$ cat src/rtl/organ_note_sequencer.sv
// Organ note sequencer: turns a 3-bit note index (C5..C6 at 50 MHz) into the
// terminal count for the 32-bit arbitrary clock divider and gates the tone.
// Manual mode follows the switches. Auto mode plays the scale with timed
// note and gap durations, optional descending order and optional looping.
module organ_note_sequencer #(
   parameter int unsigned NOTE_TICKS = 25000000,
   parameter int unsigned GAP_TICKS  = 2500000
) (
   input  logic        inclk,
   input  logic        Reset,
   input  logic        manual_en,
   input  logic [2:0]  manual_note,
   input  logic        manual_key,
   input  logic        start,
   input  logic        stop,
   input  logic        dir,
   input  logic        loop,
   output logic [31:0] div_clk_count,
   output logic        tone_en,
   output logic [2:0]  note_idx,
   output logic        busy,
   output logic        done
);

   typedef enum logic [1:0] {
      IDLE = 2'd0,
      PLAY = 2'd1,
      GAP  = 2'd2,
      DONE = 2'd3
   } state_t;

   // The counter runs 0..LAST inclusive, so each phase lasts exactly TICKS cycles.
   localparam logic [31:0] NOTE_LAST = 32'(NOTE_TICKS - 1);
   localparam logic [31:0] GAP_LAST  = (GAP_TICKS > 0) ? 32'(GAP_TICKS - 1) : 32'd0;
   localparam bit          HAS_GAP   = (GAP_TICKS > 0);

   state_t      state_q, state_d;
   logic [2:0]  note_q, note_d;
   logic [31:0] cnt_q, cnt_d;
   logic        dir_q, dir_d;
   logic [31:0] count_q, count_d;
   logic        tone_q, tone_d;
   logic        busy_q, busy_d;
   logic        done_q, done_d;

   logic        final_note;
   state_t      adv_state;
   logic [2:0]  adv_note;

   // Divider terminal counts for the eight notes of the scale.
   function automatic logic [31:0] note_count(input logic [2:0] idx);
      logic [31:0] c;
      unique case (idx)
         3'd0: c = 32'd47801;
         3'd1: c = 32'd42589;
         3'd2: c = 32'd37936;
         3'd3: c = 32'd35817;
         3'd4: c = 32'd31928;
         3'd5: c = 32'd28409;
         3'd6: c = 32'd25329;
         default: c = 32'd23901;
      endcase
      return c;
   endfunction

   // Where a finished note leads: next note, wrap to the start note, or DONE.
   always_comb begin
      final_note = dir_q ? (note_q == 3'd0) : (note_q == 3'd7);
      adv_state  = PLAY;
      adv_note   = note_q;
      if (!final_note) begin
         adv_note = dir_q ? (note_q - 3'd1) : (note_q + 3'd1);
      end else if (loop) begin
         adv_note = dir_q ? 3'd7 : 3'd0;
      end else begin
         adv_state = DONE;
      end
   end

   // Next-state, note, counter and registered-output computation.
   always_comb begin
      state_d = state_q;
      note_d  = note_q;
      cnt_d   = cnt_q;
      dir_d   = dir_q;
      tone_d  = 1'b0;
      unique case (state_q)
         IDLE: begin
            if (manual_en) begin
               note_d = manual_note;
               tone_d = manual_key;
            end else if (start) begin
               state_d = PLAY;
               note_d  = dir ? 3'd7 : 3'd0;
               dir_d   = dir;
               cnt_d   = 32'd0;
            end
         end
         PLAY: begin
            if (stop) begin
               state_d = IDLE;
            end else if (cnt_q >= NOTE_LAST) begin
               cnt_d = 32'd0;
               if (HAS_GAP) begin
                  state_d = GAP;
               end else begin
                  state_d = adv_state;
                  note_d  = adv_note;
               end
            end else begin
               cnt_d = cnt_q + 32'd1;
            end
         end
         GAP: begin
            if (stop) begin
               state_d = IDLE;
            end else if (cnt_q >= GAP_LAST) begin
               cnt_d   = 32'd0;
               state_d = adv_state;
               note_d  = adv_note;
            end else begin
               cnt_d = cnt_q + 32'd1;
            end
         end
         DONE: begin
            state_d = IDLE;
         end
         default: begin
            state_d = IDLE;
         end
      endcase
      if (state_d == PLAY) begin
         tone_d = 1'b1;
      end
      busy_d  = (state_d == PLAY) || (state_d == GAP);
      done_d  = (state_d == DONE);
      count_d = note_count(note_d);
   end

   // State and output registers; reset silences the tone and selects note 0.
   always_ff @(posedge inclk or posedge Reset) begin
      if (Reset) begin
         state_q <= IDLE;
         note_q  <= 3'd0;
         cnt_q   <= 32'd0;
         dir_q   <= 1'b0;
         count_q <= 32'd47801;
         tone_q  <= 1'b0;
         busy_q  <= 1'b0;
         done_q  <= 1'b0;
      end else begin
         state_q <= state_d;
         note_q  <= note_d;
         cnt_q   <= cnt_d;
         dir_q   <= dir_d;
         count_q <= count_d;
         tone_q  <= tone_d;
         busy_q  <= busy_d;
         done_q  <= done_d;
      end
   end

   assign div_clk_count = count_q;
   assign tone_en       = tone_q;
   assign note_idx      = note_q;
   assign busy          = busy_q;
   assign done          = done_q;

endmodule

$ cat config.mk
export PLATFORM = sky130hd
export DESIGN_NAME = organ_note_sequencer
export DESIGN_NICKNAME = d
export VERILOG_FILES = /design/src/rtl/organ_note_sequencer.sv
export SDC_FILE = /design/constraint.sdc
export NUM_CORES = 1
export LEC_CHECK = 0
export CAP_MARGIN = 20
export CORE_ASPECT_RATIO = 0.6
export CORE_MARGIN = 4
export CORE_UTILIZATION = 35
export DETAILED_ROUTE_END_ITERATION = 10
export GPL_TIMING_DRIVEN = 0
export SETUP_SLACK_MARGIN = 0.4
export SYNTH_ARGS = -nofsm -noshare
export SYNTH_HDL_FRONTEND = slang
export SYNTH_SLANG_ARGS = --single-unit
$ cat constraint.sdc
create_clock -name inclk -period 7.1 [get_ports inclk]
set_clock_uncertainty 0.1 [all_clocks]
set_input_delay 1.42 -clock inclk [delete_from_list [all_inputs] [get_ports inclk]]
set_output_delay 1.42 -clock inclk [all_outputs]
set_load 0.01 [all_outputs]
# --- Word level (Yosys, flattened, before mapping) ---
# Index checks and enable logic that the tools add are counted.
# W data, S select, Z words.
word_totals:
  register_bits: 73
  inputBits: 11
  output_inout_bits: 38
  word_cells: 69
classes:
  add_sub_neg: 3
  magnitude_cmp: 2
  eq_ne: 17
  mux: 31
  bitwise: 1
  n_reduce_logical: 7
op_table:
  columns: ["op", "n"]
  rows:
  - ["$mux W32", 6]
  - ["$pmux W16 S7", 1]
  - ["$pmux W32 S3", 1]
  - ["$add A32 B1 Y32 const B", 1]
  - ["$ge A32 B22 Y1 const B", 1]
  - ["$ge A32 B25 Y1 const B", 1]
  - ["$mux W3", 9]
  - ["$mux W2", 8]
  - ["$eq A3 B3 Y1 const B", 4]
  - ["$eq A2 B2 Y1 const B", 4]
  - ["$ne A2 B2 Y1 const B", 4]
  - ["$pmux W2 S4", 1]
  - ["$eq A3 B2 Y1 const B", 2]
  - ["$logic_not A3 Y1", 2]
  - ["$pmux W3 S2", 1]
  - ["$reduce_and A5 Y1", 1]
  - ["$eq A2 B1 Y1 const B", 2]
  - ["$mux W1", 4]
  - ["$add A3 B1 Y3 const B", 1]
  - ["$eq A3 B1 Y1 const B", 1]
  - ["$reduce_and A3 Y1", 1]
  - ["$reduce_bool A3 Y1", 1]
  - ["$sub A3 B1 Y3 const B", 1]
  - ["$logic_not A2 Y1", 1]
  - ["other kinds (2)", 2]

# --- Logic depth before layout (Yosys ltp) ---
depth:
  ltp_word: 8
  depth_mapped: 11
  mapped_depth_nobuf: 10

# --- Worst setup path before layout ---
# No wires, ideal clock.
synth_timing:
  path_type: "input -> register"
  start: "in loop"
  end: "reg count_q[5], in the netlist div_clk_count[5]"
  setup_time_ns: 0.082
  t_arrival_ns: 2.807
  required_ns: 6.918
  setup_slack_ns: 4.111
  path_stages: 7
  path_buffers: 0
  path_cell_list: "nor2_1 -> a22oi_1 -> o2111ai_1 -> and2_4 -> a211oi_4 -> xor2_1 -> or2_1"
synth_via:
  elab_chain_cells: 7
  elab_cells_between_ends: 13
  cone_classes: "eq/ne (6); mux (6); reduce/logical (1)"
synth_lines:
  columns: ["element", "line", "rtl"]
  rows:
  - ["from (decl)", "17", "input logic loop,"]
  - ["$mux W3 (*)", "73", "end else if (loop) begin"]
  - ["$mux W3 (*)", "71", "if (!final_note) begin"]
  - ["$mux W3 (*)", "117", "end else if (cnt_q >= GAP_LAST) begin"]
  - ["$mux W3 (*)", "115", "if (stop) begin"]
  - ["$pmux W3 S2 (*)", "87", "unique case (state_q)"]
  - ["via note_d[1]", "38", "logic [2:0] note_q, note_d;"]
  - ["$eq A3 B3 Y1 (tied with other cells)", "53", "unique case (idx)"]
  - ["$pmux W16 S7 (*)", "53", null]
  - ["via count_d[5]", "41", "logic [31:0] count_q, count_d;"]
  - ["to (signal assigned)", "156", "count_q <= count_d;"]
  - ["to (decl)", "41", null]
# Mark *: on every way through the listed nets, which the timed path passes. The rest lies on a longest branch.
# A chain may end at the register's enable or synchronous reset.

# --- Worst setup path in the final report ---
layout_timing:
  start: "in start"
  end: "reg cnt_q[21]"
layout_via:
  elab_chain_cells: 2
layout_lines:
  columns: ["element", "line", "rtl"]
  rows:
  - ["from (decl)", "14", "input logic start,"]
  - ["$ne A2 B2 Y1 (no line)", null, null]
  - ["$reduce_and A5 Y1 (no line)", null, null]
  - ["to (signal assigned)", "154", "cnt_q <= cnt_d;"]
  - ["to (decl)", "39", "logic [31:0] cnt_q, cnt_d;"]
# Every way passes these cells.

==> run_results.csv <==
group,metric,value,unit
detailed_routing,drt-vias-per-instance,5.108,
sta,fin_crit_sh,0.5454,
sta,slew_violations,0,
power_and_ir_drop,p_leak,0.001894,µW
global_route,grt_overflow,0,
floorplan,die-area,11620,µm²
sta,whs,0.3933,ns
clocking,ctsResizeCount,0,
outcome,status,"finished, final reports clean",
clocking,clockBufferDepth,2,
synthesis,yosysWarnings,0,
synthesis,ys_types,75,
sta,fin_ws,3.228,ns
sta,worst_pin_slew,0.7263,ns
setup_path,cp-end-kind,"register",
clocking,htreeDepth,2,
flow_run,cap_violations,0,
placement,preCtsSetupSlack,3.000,ns
setup_path,rr_worst_depth,10,
global_route,grt_pass1_vias,2746,
cells_and_area,drive_above_1_share,0.1709,
setup_path,path_max_fanout,10,
power_and_ir_drop,p_comb_frac,0.404,
setup_path,crit_path_start_kind,"primary input",
clocking,numCtsBuffers,5,
detailed_routing,dr.pass1.iters,4,
floorplan,core.rowCount,27,
floorplan,die_y,85.12,µm
floorplan,die_width,136.5,µm
detailed_routing,vias,2876,
detailed_routing,drt_iter0_drc,243,
clocking,cts_tree,"yes",
synthesis,synthesis.area,3470,µm²
floorplan,initial_core_util,0.3681,
cells_and_area,antenna-diode-count,0,
power_and_ir_drop,pwr-share-clk,0.224,
synthesis,ys_ff_latch,56,
power_and_ir_drop,power.density,269.9,nW/µm²
detailed_routing,totalWireLength,8.443,mm
floorplan,core,9425,µm²
clocking,cts.hold.buffers_added,0,
worst_hold_path,min_to,"cnt_q[25]$_DFFE_PP0P_",
setup_path,timing.rr.end,"busy$_DFF_PP0_",
global_route,grt_pass1_wl,14.02,mm
global_route,antenna_found_initial,0,
cells_and_area,areaGrowthSynthToFinish,20.12,%
sta,rsz0062_at_grt,"no",
detailed_routing,remaining_drc_errors,0,
synthesis,synthCells,377,
clocking,path_clk_slew,0.07,ns
worst_hold_path,hp-class,"register to register",
power_and_ir_drop,seq_power_share,0.372,
sta,fmax,258.3,MHz
cells_and_area,post-route-util,0.4422,
synthesis,synth_flop_cell,"dfrtp_1",
sta,hold_viol_final,0,
cells_and_area,final_common_cell,"nand2_1",
sta,fin_crit,3.872,ns
setup_path,regToRegSetupSlack,3.79,ns
power_and_ir_drop,p_int,718.4,µW
clocking,cts_sinks,56,
cells_and_area,fill_cells,879,
setup_path,required,7.23,ns
power_and_ir_drop,peakVddDrop,0.1549,mV
global_route,grtUsageTotal,0.1507,
clocking,cts_setup_buffers,0,
worst_hold_path,min_from,"cnt_q[25]$_DFFE_PP0P_",
cells_and_area,nets,450,
cells_and_area,final_cell_mix,"65 x nand2_1, 46 x dfrtp_1, 31 x clkdlybuf4s50_1",
setup_path,critPathArrivalTime,4.01,ns
placement,gp_routability_congestion,0.8135,
sta,slew_headroom,0.5033,
detailed_routing,ant_nets,0,
worst_hold_path,hold_depth,1,
sta,setup_viol,0,
power_and_ir_drop,power.switching,406.5,µW
synthesis,postSynthAreaPerCell,9.203,µm²
power_and_ir_drop,switching_share,0.3613,
detailed_routing,avgRoutedWirePerCell,15.00,µm
setup_path,criticalPathCategory,"primary input to register",
placement,place_hpwl,6.245,mm
global_route,grt_max_degree,39,
synthesis,synth-edff-count,0,
synthesis,ys_async_sr_fraction,1.000,
clocking,clock-root-buffer,"clkbuf_16",
clocking,clock_latency,0.30,ns
sta,final.setup.tns,0,ns
placement,portBuffers,31,
setup_path,rr_startpoint,"cnt_q[0]$_DFFE_PP0P_",
synthesis,ys_seq_area_frac,0.4075,
floorplan,io_pins,49,
## stage by stage
step | std cells | total power [µW] | area (µm²)
final | 563 | 1125 | 4168
after global routing | 563 | 1198 | 4168
after CTS | 563 | 1135 | 4168
after detailed placement | 555 | 876.7 | 4023
after global placement | 554 | 869.9 | 4003
after floorplan | 393 | 702.4 | 3530
## cell usage after synthesis (3+ instances only)
cell type	count	share of area
nor2_1	26	0.028
xor2_1	4	0.010
nand3_1	10	0.014
a211o_1	3	0.0076
o221ai_1	16	0.040
or2_2	3	0.0054
nand4_1	4	0.0072
nor4_1	3	0.0054
ha_1	6	0.022
dfstp_2	10	0.076
dfrtp_1	46	0.33
and3_1	6	0.011
o21ai_0	15	0.022
nand2_1	65	0.070
o211ai_1	5	0.011
clkbuf_1	7	0.0076
a21oi_1	4	0.0058
xnor2_1	4	0.010
buf_6	3	0.0097
nor3_1	8	0.012
buf_4	19	0.041
inv_1	12	0.013
o21a_1	4	0.0087
nor2b_1	11	0.020
mux2i_1	6	0.017
and2_1	18	0.032
buf_2	4	0.0058
## power by group through the flow
| stage | clock (µW) | sequential (µW) | combinational, µW |
|---|---|---|---|
| 3_3_place_gp | 0 | 425 | 445 |
| 2_1_floorplan | 0 | 442 | 260 |
| 3_5_place_dp | 0 | 426 | 451 |
| 5_1_grt | 277 | 427 | 495 |
| 4_1_cts | 260 | 420 | 455 |
| 6_report | 251 | 419 | 455 |
## area by class of cell
type	instances	area, µm²	share of cell area
sequential	56	1414	0.3392
buffer	35	232.7	0.05584
tap	130	162.7	0.03903
multi-input combinational	289	1834	0.4401
clock inverter	3	20.02	0.004803
timing repair buffer	32	330.3	0.07926
clock buffer	5	125.1	0.03002
inverter	13	48.80	0.01171
## metal layers
metal,vias up,track usage,share of wire
met5,-,0,0
met4,0,0.03202,0.0083
met3,7,0.04206,0.061
met2,62,0.1926,0.39
met1,1396,0.2443,0.55
li1,1411,-,-
## logic make-up after synthesis
| kind of cell | after synthesis | synth area share |
|---|---|---|
| fa+ha+maj | 7 | 0.02741 |
| other cells | 1 | 0.001081 |
| flops | 56 | 0.4075 |
| buf+inv | 48 | 0.08114 |
| simple gates | 172 | 0.2524 |
| xor+xnor | 9 | 0.02488 |
| mux | 7 | 0.02056 |
| compound gates | 77 | 0.1850 |
## how the worst max path moves through the flow
stage | endpoint | start | depth (start not counted)
2_1_floorplan | div_clk_count[5]$_DFF_PP1_ | loop | 7
3_3_place_gp | cnt_q[2]$_DFFE_PP0P_ | start | 9
6_report | cnt_q[21]$_DFFE_PP0P_ | start | 9
4_1_cts | cnt_q[21]$_DFFE_PP0P_ | start | 9
5_1_grt | cnt_q[2]$_DFFE_PP0P_ | start | 9
3_5_place_dp | cnt_q[4]$_DFFE_PP0P_ | start | 9
## state kept, by name, summed over array words and instances, names as in the netlist
register,cells
cnt_q,32
busy,1
div_clk_count,15
note_idx,3
dir_q,1
done,1
state_q,2
tone_en,1
## worst max-delay path: stages
cell and delay, ns:
clkdlybuf4s50_1 0.57, nor2b_1 0.29, nand2_1 0.14, o21ai_0 0.14, and3_1 0.18, clkbuf_1 0.54, clkbuf_1 0.41, o221ai_1 0.19
nand2_1 0.11
No activity file was read; power rests on OpenSTA's default activity.
